### config.mk
export PLATFORM = sky130hd
export DESIGN_NAME = mfp_reset_sequencer_flat
export DESIGN_NICKNAME = d
export VERILOG_FILES = /design/src/rtl/mfp_reset_sequencer_pkg.sv /design/src/rtl/mfp_reset_sequencer_if.sv /design/src/rtl/mfp_reset_sequencer_src_filter.sv /design/src/rtl/mfp_reset_sequencer.sv /design/src/flat_wrapper.sv
export SDC_FILE = /design/constraint.sdc
export NUM_CORES = 1
export LEC_CHECK = 0
export CAP_MARGIN = 20
export CORE_MARGIN = 3
export CORE_UTILIZATION = 55
export DETAILED_ROUTE_END_ITERATION = 12
export PLACE_DENSITY = 0.77
export REMOVE_ABC_BUFFERS = 1
export SKIP_CTS_REPAIR_TIMING = 1
export SLEW_MARGIN = 15
export SYNTH_ARGS = -nofsm -noshare
export SYNTH_HDL_FRONTEND = slang
export SYNTH_HIERARCHICAL = 1
export SYNTH_SLANG_ARGS = --single-unit
### constraint.sdc
create_clock -name clk -period 3.09 [get_ports clk]
set_input_delay 0.618 -clock clk [delete_from_list [all_inputs] [get_ports clk]]
set_output_delay 0.618 -clock clk [all_outputs]
set_load 0.01 [all_outputs]
### src/rtl/mfp_reset_sequencer_pkg.sv
// Shared types and helpers for the board reset sequencer.
// Holds the sequencer state encoding and the counter-width rule used by every counter.
package mfp_reset_sequencer_pkg;

    typedef enum logic [1:0] {
        ST_ASSERT  = 2'd0,
        ST_STRETCH = 2'd1,
        ST_RELEASE = 2'd2,
        ST_RUN     = 2'd3
    } seq_state_e;

    localparam int DEF_N_SRC     = 2;
    localparam int DEF_N_DOMAINS = 3;

    // Bits needed to hold 0..max_value; never narrower than one bit.
    function automatic int cnt_width(input int max_value);
        if (max_value < 1) begin
            return 1;
        end else begin
            return $clog2(max_value + 1);
        end
    endfunction

endpackage

### src/rtl/mfp_reset_sequencer_if.sv
// Pin-side bundle of the reset sequencer: request inputs, cause control and sequenced resets.
// The board side uses the master modport; the sequencer uses the slave modport.
interface mfp_reset_sequencer_if #(
    parameter int N_SRC     = 2,
    parameter int N_DOMAINS = 3
);
    logic [N_SRC-1:0]     req_n;
    logic                 cause_clr;
    logic [N_DOMAINS-1:0] dom_reset;
    logic                 cold_reset;
    logic [N_SRC:0]       cause;
    logic                 busy;

    modport master (
        output req_n,
        output cause_clr,
        input  dom_reset,
        input  cold_reset,
        input  cause,
        input  busy
    );

    modport slave (
        input  req_n,
        input  cause_clr,
        output dom_reset,
        output cold_reset,
        output cause,
        output busy
    );
endinterface

### src/rtl/mfp_reset_sequencer_src_filter.sv
// One reset-request input: synchroniser on the raw active-low pin followed by a debounce filter.
// The filtered level flips only after the synchronised value has disagreed with it for DEBOUNCE_CYCLES cycles.
module mfp_reset_src_filter
    import mfp_reset_sequencer_pkg::*;
#(
    parameter int N_SYNC          = 2,
    parameter int DEBOUNCE_CYCLES = 4
) (
    input  logic clk,
    input  logic rst,
    input  logic req_n,
    output logic level
);

    localparam int CNT_W = cnt_width(DEBOUNCE_CYCLES);

    // The chain carries the raw pin, so the all-ones reset value means "not requesting".
    logic [N_SYNC-1:0] sync_r;
    logic [CNT_W-1:0]  stable_cnt_r;
    logic [CNT_W-1:0]  stable_cnt_nxt_s;
    logic              level_r;
    logic              level_nxt_s;
    logic              sampled_s;

    assign sampled_s = ~sync_r[N_SYNC-1];
    assign level     = level_r;

    // Debounce: count consecutive disagreeing cycles, restart on any bounce.
    always_comb begin
        stable_cnt_nxt_s = stable_cnt_r;
        level_nxt_s      = level_r;
        if (sampled_s != level_r) begin
            if (stable_cnt_r == CNT_W'(DEBOUNCE_CYCLES - 1)) begin
                level_nxt_s      = sampled_s;
                stable_cnt_nxt_s = CNT_W'(0);
            end else begin
                level_nxt_s      = level_r;
                stable_cnt_nxt_s = stable_cnt_r + CNT_W'(1);
            end
        end else begin
            level_nxt_s      = level_r;
            stable_cnt_nxt_s = CNT_W'(0);
        end
    end

    // Synchroniser, stability counter and filtered level registers.
    always_ff @(posedge clk) begin
        if (rst) begin
            sync_r       <= {N_SYNC{1'b1}};
            stable_cnt_r <= CNT_W'(0);
            level_r      <= 1'b0;
        end else begin
            sync_r       <= {sync_r[N_SYNC-2:0], req_n};
            stable_cnt_r <= stable_cnt_nxt_s;
            level_r      <= level_nxt_s;
        end
    end

endmodule

### src/rtl/mfp_reset_sequencer.sv
// Board reset controller: merges filtered reset requests, stretches the reset, then releases
// the domain resets in staggered order while tracking cold reset and a sticky reset cause.
module mfp_reset_sequencer
    import mfp_reset_sequencer_pkg::*;
#(
    parameter int               N_SRC           = DEF_N_SRC,
    parameter int               N_DOMAINS       = DEF_N_DOMAINS,
    parameter int               N_SYNC          = 2,
    parameter int               DEBOUNCE_CYCLES = 4,
    parameter int               STRETCH_CYCLES  = 8,
    parameter int               STAGGER_CYCLES  = 2,
    parameter logic [N_SRC-1:0] COLD_MASK       = {N_SRC{1'b0}}
) (
    input  logic                    clk,
    input  logic                    rst,
    mfp_reset_sequencer_if.slave    bus
);

    localparam int STR_W = cnt_width(STRETCH_CYCLES);
    localparam int STG_W = cnt_width(STAGGER_CYCLES);
    localparam int IDX_W = cnt_width(N_DOMAINS);
    localparam logic [N_DOMAINS-1:0] ALL_ON  = {N_DOMAINS{1'b1}};
    localparam logic [N_DOMAINS-1:0] ALL_OFF = {N_DOMAINS{1'b0}};

    logic [N_SRC-1:0]     level_s;
    logic [N_SRC-1:0]     level_prev_r;
    logic [N_SRC-1:0]     rise_s;
    logic                 req_any_s;
    logic                 cold_trig_s;
    logic                 release0_s;

    seq_state_e           state_r;
    seq_state_e           state_nxt_s;
    logic [STR_W-1:0]     stretch_cnt_r;
    logic [STR_W-1:0]     stretch_cnt_nxt_s;
    logic [STG_W-1:0]     stagger_cnt_r;
    logic [STG_W-1:0]     stagger_cnt_nxt_s;
    logic [IDX_W-1:0]     rel_idx_r;
    logic [IDX_W-1:0]     rel_idx_nxt_s;
    logic [N_DOMAINS-1:0] dom_reset_r;
    logic [N_DOMAINS-1:0] dom_reset_nxt_s;
    logic                 cold_pending_r;
    logic                 cold_pending_nxt_s;
    logic [N_SRC:0]       cause_r;
    logic [N_SRC:0]       cause_nxt_s;
    logic                 busy_r;
    logic                 busy_nxt_s;

    for (genvar g = 0; g < N_SRC; g++) begin : g_src
        mfp_reset_src_filter #(
            .N_SYNC          (N_SYNC),
            .DEBOUNCE_CYCLES (DEBOUNCE_CYCLES)
        ) u_filter (
            .clk   (clk),
            .rst   (rst),
            .req_n (bus.req_n[g]),
            .level (level_s[g])
        );
    end

    assign rise_s      = level_s & ~level_prev_r;
    assign req_any_s   = |level_s;
    assign cold_trig_s = |(rise_s & COLD_MASK);

    assign bus.dom_reset  = dom_reset_r;
    assign bus.cold_reset = cold_pending_r;
    assign bus.cause      = cause_r;
    assign bus.busy       = busy_r;

    // Sequencer next state; an active request from any state restarts from ASSERT with no credit.
    always_comb begin
        state_nxt_s       = state_r;
        stretch_cnt_nxt_s = stretch_cnt_r;
        stagger_cnt_nxt_s = stagger_cnt_r;
        rel_idx_nxt_s     = rel_idx_r;
        dom_reset_nxt_s   = dom_reset_r;
        release0_s        = 1'b0;
        if (req_any_s) begin
            state_nxt_s       = ST_ASSERT;
            dom_reset_nxt_s   = ALL_ON;
            stretch_cnt_nxt_s = STR_W'(0);
            stagger_cnt_nxt_s = STG_W'(0);
            rel_idx_nxt_s     = IDX_W'(0);
        end else begin
            case (state_r)
                ST_ASSERT: begin
                    state_nxt_s       = ST_STRETCH;
                    dom_reset_nxt_s   = ALL_ON;
                    stretch_cnt_nxt_s = STR_W'(0);
                    stagger_cnt_nxt_s = STG_W'(0);
                    rel_idx_nxt_s     = IDX_W'(0);
                end
                ST_STRETCH: begin
                    if (stretch_cnt_r == STR_W'(STRETCH_CYCLES - 1)) begin
                        dom_reset_nxt_s[0] = 1'b0;
                        release0_s         = 1'b1;
                        stretch_cnt_nxt_s  = STR_W'(0);
                        stagger_cnt_nxt_s  = STG_W'(0);
                        rel_idx_nxt_s      = IDX_W'(1);
                        if (N_DOMAINS == 1) begin
                            state_nxt_s = ST_RUN;
                        end else begin
                            state_nxt_s = ST_RELEASE;
                        end
                    end else begin
                        stretch_cnt_nxt_s = stretch_cnt_r + STR_W'(1);
                    end
                end
                ST_RELEASE: begin
                    if (stagger_cnt_r == STG_W'(STAGGER_CYCLES - 1)) begin
                        for (int k = 0; k < N_DOMAINS; k++) begin
                            if (rel_idx_r == IDX_W'(k)) begin
                                dom_reset_nxt_s[k] = 1'b0;
                            end else begin
                                dom_reset_nxt_s[k] = dom_reset_r[k];
                            end
                        end
                        stagger_cnt_nxt_s = STG_W'(0);
                        rel_idx_nxt_s     = rel_idx_r + IDX_W'(1);
                        if (rel_idx_r == IDX_W'(N_DOMAINS - 1)) begin
                            state_nxt_s = ST_RUN;
                        end else begin
                            state_nxt_s = ST_RELEASE;
                        end
                    end else begin
                        stagger_cnt_nxt_s = stagger_cnt_r + STG_W'(1);
                    end
                end
                ST_RUN: begin
                    state_nxt_s     = ST_RUN;
                    dom_reset_nxt_s = ALL_OFF;
                end
                default: begin
                    state_nxt_s       = ST_ASSERT;
                    dom_reset_nxt_s   = ALL_ON;
                    stretch_cnt_nxt_s = STR_W'(0);
                    stagger_cnt_nxt_s = STG_W'(0);
                    rel_idx_nxt_s     = IDX_W'(0);
                end
            endcase
        end
    end

    // Cold pending, sticky cause and busy next values.
    always_comb begin
        busy_nxt_s = (state_nxt_s != ST_RUN);
        if (cold_trig_s) begin
            cold_pending_nxt_s = 1'b1;
        end else if (release0_s) begin
            cold_pending_nxt_s = 1'b0;
        end else begin
            cold_pending_nxt_s = cold_pending_r;
        end
        // A trigger landing on the clear cycle survives the clear.
        if (bus.cause_clr) begin
            cause_nxt_s = {1'b0, rise_s};
        end else begin
            cause_nxt_s = cause_r | {1'b0, rise_s};
        end
    end

    // State and output registers.
    always_ff @(posedge clk) begin
        if (rst) begin
            state_r        <= ST_ASSERT;
            stretch_cnt_r  <= STR_W'(0);
            stagger_cnt_r  <= STG_W'(0);
            rel_idx_r      <= IDX_W'(0);
            dom_reset_r    <= ALL_ON;
            cold_pending_r <= 1'b1;
            cause_r        <= {1'b1, {N_SRC{1'b0}}};
            busy_r         <= 1'b1;
            level_prev_r   <= {N_SRC{1'b0}};
        end else begin
            state_r        <= state_nxt_s;
            stretch_cnt_r  <= stretch_cnt_nxt_s;
            stagger_cnt_r  <= stagger_cnt_nxt_s;
            rel_idx_r      <= rel_idx_nxt_s;
            dom_reset_r    <= dom_reset_nxt_s;
            cold_pending_r <= cold_pending_nxt_s;
            cause_r        <= cause_nxt_s;
            busy_r         <= busy_nxt_s;
            level_prev_r   <= level_s;
        end
    end

endmodule

### src/flat_wrapper.sv
// flat-port wrapper written by rule: the top's interface ports become plain ports
module mfp_reset_sequencer_flat import mfp_reset_sequencer_pkg::*;
#(
    parameter int               N_SRC           = DEF_N_SRC,
    parameter int               N_DOMAINS       = DEF_N_DOMAINS,
    parameter int               N_SYNC          = 2,
    parameter int               DEBOUNCE_CYCLES = 4,
    parameter int               STRETCH_CYCLES  = 8,
    parameter int               STAGGER_CYCLES  = 2,
    parameter logic [N_SRC-1:0] COLD_MASK       = {N_SRC{1'b0}}
)
  (clk, rst, bus_req_n, bus_cause_clr, bus_dom_reset, bus_cold_reset, bus_cause, bus_busy);
  mfp_reset_sequencer_if #(.N_SRC(N_SRC), .N_DOMAINS(N_DOMAINS)) bus_i ();
  input  logic clk;
  input  logic rst;
  input wire logic [$bits(bus_i.req_n)-1:0] bus_req_n;
  input wire logic [$bits(bus_i.cause_clr)-1:0] bus_cause_clr;
  output wire logic [$bits(bus_i.dom_reset)-1:0] bus_dom_reset;
  output wire logic [$bits(bus_i.cold_reset)-1:0] bus_cold_reset;
  output wire logic [$bits(bus_i.cause)-1:0] bus_cause;
  output wire logic [$bits(bus_i.busy)-1:0] bus_busy;
  assign bus_i.req_n = bus_req_n;
  assign bus_i.cause_clr = bus_cause_clr;
  assign bus_dom_reset = bus_i.dom_reset;
  assign bus_cold_reset = bus_i.cold_reset;
  assign bus_cause = bus_i.cause;
  assign bus_busy = bus_i.busy;
  mfp_reset_sequencer #(.N_SRC(N_SRC), .N_DOMAINS(N_DOMAINS), .N_SYNC(N_SYNC), .DEBOUNCE_CYCLES(DEBOUNCE_CYCLES), .STRETCH_CYCLES(STRETCH_CYCLES), .STAGGER_CYCLES(STAGGER_CYCLES), .COLD_MASK(COLD_MASK)) u_core (.clk(clk), .rst(rst), .bus(bus_i));
endmodule
[Word level (Yosys, flattened, before mapping)]
Index checks and enable logic that the tools add are counted.
Word-level totals
  logic and storage cells: 86
  input port bits: 5
  output and inout port bits: 8
  bits in registers: 32
Cells by class
  reductions and logical operators: 16
  bitwise gates (word level): 7
  muxes and demuxes: 24
  eq/ne operators: 17
  add/subtract/negate cells: 5
Operators by type and width (count)
  $pmux W2 S3: 3
  $mux W2: 7
  $reduce_and A3 Y1: 4
  $ne A2 B1 Y1 const B: 5
  $reduce_or A3 Y1: 3
  $mux W1: 8
  $pmux W2 S4: 1
  $pmux W4 S2: 1
  $add A3 B1 Y3 const B: 2
  $eq A2 B1 Y1 const B: 3
  $eq A2 B2 Y1 const B: 3
  $eq A3 B2 Y1 const B: 2
  $mux W3: 2
  $reduce_and A2 Y1: 3
  $reduce_bool A3 Y1: 2
  $add A2 B1 Y2 const B: 2
  $add A4 B1 Y4 const B: 1
  $eq A4 B3 Y1 const B: 1
  $logic_not A2 Y1: 2
  $mux W4: 1
  $not A1 Y1: 4
  $pmux W1 S4: 1
  $or A3 B2 Y3: 1
  $and A2 B2 Y2: 1
  other kinds (5): 6

[Longest topological paths before layout]
  depth in word-level cells: 6
  gate-level depth with buffers: 6
  mapped depth without buffers: 5

[Hierarchy]
Netlist, hierarchy kept.
By module, submodules not included
  mfp_reset_sequencer: area an instance 1012.2 um^2, cells each 114, sequential area each 400.4 um^2, times used 1
  mfp_reset_src_filter: area an instance 209.0 um^2, cells each 17, sequential area each 120.1 um^2, times used 2

[Least setup slack after synthesis]
No wires, ideal clock.
  path kind: reg-to-reg
  from: register u_core.state_r[0]
  to: register u_core.busy_r (netlist: u_core/bus.busy)
  stages on the path, launching flop included: 6
  arrival time: 1.636 ns
  setup slack: 1.338 ns
  path buffers: 0
  required time: 2.974 ns
  setup time: 0.116 ns
  cells stage by stage: dfxtp_1 inv_1 ha_1 or4_1 a211o_1 a31o_1
Between the ends
  longest elaborated chain between the ends: 4
  elaborated cells between the ends (all ways): 9
  classes of those cells: eq/ne: 4; mux: 4; reduce/logical: 1
RTL lines
  start, declared: line mfp_reset_sequencer.sv:32  | seq_state_e state_r;
  start signal, assigned: line mfp_reset_sequencer.sv:175  | state_r <= state_nxt_s;
  $eq A2 B2 Y1, or another cell as far along: line mfp_reset_sequencer.sv:85  | case (state_r)
  $pmux W2 S4 *: line mfp_reset_sequencer.sv:85
  $mux W2 *: line mfp_reset_sequencer.sv:78  | if (req_any_s) begin
  $ne A2 B2 Y1 *: line mfp_reset_sequencer.sv:146  | busy_nxt_s = (state_nxt_s != ST_RUN);
  end signal, assigned: line mfp_reset_sequencer.sv:182  | busy_r <= busy_nxt_s;
  end, declared: line mfp_reset_sequencer.sv:46  | logic busy_r;
Mark *: on every way between the ends. The rest lies on a longest branch, timed or not.
A chain may end at the register's enable or synchronous reset.

[Worst setup path in the final report]
Ends and elaborated chain as after synthesis.

==> impl_results.md <==
- Maximum vdd drop: 0.3973 mV
- Via density: 5.651
- Fin crit share: 0.6319
- Largest cells by area after synthesis: dfxtp_1, ha_1, inv_1
- Synth unique cells: 36
- Num CTS Buffers: 5
- PwrDens: 458.9 nW/um^2
- H-tree levels: 2
- # DRC: 0
- Peak Freq: 512.1 MHz
- Asr flop ratio synth: 0
- GR Util All Layers: 0.1711
- Chip Width: between 50 and 60 microns
- Drt first pass iters: 4
- R2R Setup Slk: 1.14 ns
- I/O pin count: 13
- Die Y: around 57 microns
- Sequential share of the synthesized area: 0.4479
- Drt first-iter violations: 30
- Vias: 1085
- Mapped Area: 1430 sq um
- Clock Latency Late Sink: 0.32 ns
- Setup crit start kind: flop
- Post-layout min period: 1.953 ns
- Final Hold Viols: 0
- Synth area leader: dfxtp_1
- First-pass GRT wire length: 4.284 mm
- Max Cap Viol: 0
- Clk sinks: 32
- Clock Tree Root: clkbuf_4
- Worst-Margin Slew: between 0.6 and 0.7 ns
- EDFF count, synth: 0
- Initial antenna violation count: 0
- Largest net degree at the start of global routing: 19
- Max Transition Viols Final: 0
- Hold Path Class: flop to flop
- Max-slew headroom: 0.5949
- CP max FO: 6
- Static Leak: between 0.6 and 0.7 nW
- Number of routed nets with antenna violations: 0
- Required @ worst endpoint: 3.32 ns
- Initial core utilization: 0.6112
- Avg Cell Area, Syn: 9.663 sq um
- Placed cell area: 1577 sq um
- Yosys reg bits: 32
- Synth warn: 6
- RSZ-0062 raised after global routing: no
- Crit path kind: flop to flop
- Final #Nets: 183
- Final setup fails: 0
- ANT cells: 0
- Port-buffer cells: 12
- Post-synth top area share: 0.4479
- Clock tree from TritonCTS: done
- Rows: 17
- GRT overflow: 0
- FILL cells: 189
- Worst Setup SP: u_core/state_r[0]$_SDFF_PP0_
- Max Buffers Root-to-Sink: 2
- Post-Synthesis Cells: between 100 and 150
- Clock slew at reported path FFs: 0.09 ns
- Setup TNS: 0 ns
- Finished Cell Area: 1642 sq um
- Most frequent cells in the layout: dfxtp_1, inv_1, ha_1
- R2R Path Start: u_core/state_r[0]$_SDFF_PP0_
- Synth Flop Type: dfxtp_1
- DP HPWL: 1.870 mm
- CP arrival: 2.18 ns
- Drt total wl: 2.581 mm
- Layout cells sized above 1: 0.09756
- Crit end category: flop
- Core area: 2340 sq um
- Commonest non-fill, non-tap cell in the layout: dfxtp_1
- Hold_sp: u_core/g_src[1].u_filter/sync_r[0]$_SDFF_PP1_
- Status: complete, no violations
- Clock skew: between 0.004 and 0.005 ns
- Routed WL per cell: ~13 microns
- Die footprint: 3248 sq um
- Routability Congestion: 0.8142
- Area Growth Syn to Fin: 14.79%
- Vias in the first global route: 1027
==> cells by family after synthesis <==
| logic type | count (synthesis) | synth area share |
|---|---|---|
| buf+inv | 18 | 0.04811 |
| mux | 3 | 0.02100 |
| xor+xnor | 2 | 0.01225 |
| simple gates | 54 | 0.2257 |
| fa+ha+maj | 14 | 0.1225 |
| flops | 32 | 0.4479 |
| compound gates | 25 | 0.1225 |
==> power by group <==
part           internal, W  leakage (nW)  switching (W)
Clock             0.000129        0.0374       0.000134
Sequential        0.000422         0.261     0.00000690
Combinational    0.0000285         0.373      0.0000329
==> state kept, by name, summed over array words and instances (netlist names), 2 cells and up <==
| register | count |
|---|---|
| u_core/bus.cause | 3 |
| u_core/stretch_cnt_r | 4 |
| u_core/rel_idx_r | 2 |
| u_core/g_src.u_filter/sync_r | 4 |
| u_core/state_r | 2 |
| u_core/bus.dom_reset | 3 |
| u_core/stagger_cnt_r | 2 |
| u_core/level_prev_r | 2 |
| u_core/g_src.u_filter/level | 2 |
| u_core/g_src.u_filter/stable_cnt_r | 6 |
==> through the flow <==
step	hold WS (ns)	total power (W)	utilization	setup WS (ns)	std cells
6_report	0.4191	0.0007534	0.7016	1.137	192
5_1_grt	0.4330	0.0007879	0.7016	1.077	192
4_1_cts	0.4199	0.0007590	0.7016	1.152	192
3_5_place_dp	0.3984	0.0004998	0.6738	1.046	185
3_3_place_gp	0.3924	0.0004972	0.6738	1.067	185
2_1_floorplan	0.3895	0.0004735	-	1.338	144
==> per-layer routing <==
layer,routed length (microns),GRT usage,share of wire,up-vias
met5,0,0,0,-
met4,42,0.08940,0.016,0
met3,132,0.04751,0.051,5
met2,1203,0.2806,0.47,29
met1,1203,0.2037,0.47,499
li1,-,-,-,552
==> critical path, cell delays in order, from the launching register on <==
cell and delay, ns:
dfxtp_1 0.45, inv_1 0.12, ha_1 0.30, or4_1 0.55, a211o_1 0.25, a31o_1 0.18
==> final timing paths <==
path / endpoint / cells past startpoint
max: u_core/bus.busy$_SDFF_PP1_ / 5
min: u_core/g_src[1].u_filter/sync_r[1]$_SDFF_PP1_ / 1
max reg2reg: u_core/bus.busy$_SDFF_PP1_ / 5
min reg2reg: u_core/g_src[1].u_filter/sync_r[1]$_SDFF_PP1_ / 1
==> Yosys cell counts, types with 2 or more instances <==
cell type  instances
xor2_1             2
o21ai_0            2
nor2_1            11
or3_1              2
nor4_1             4
mux2i_1            3
a211oi_1           5
dfxtp_1           32
a21oi_1            5
ha_1              14
or2_2              5
nor2b_1            6
nor3_1             5
a22oi_1            3
inv_1             14
nor4b_2            2
nand3_1            5
or4_1              2
a31oi_1            3
nand3b_1           2
nand2_1            4
clkbuf_1           3
==> layout make-up <==
class	instances	area [sq um]	area share
inverters	14	52.55	0.03201
repair buffers	13	127.6	0.07774
well taps	28	35.03	0.02134
flip-flops and latches	32	640.6	0.3902
clock buffers	7	65.06	0.03963
multi-input cells	98	720.7	0.4390
(Power assumes the default switching activity.)
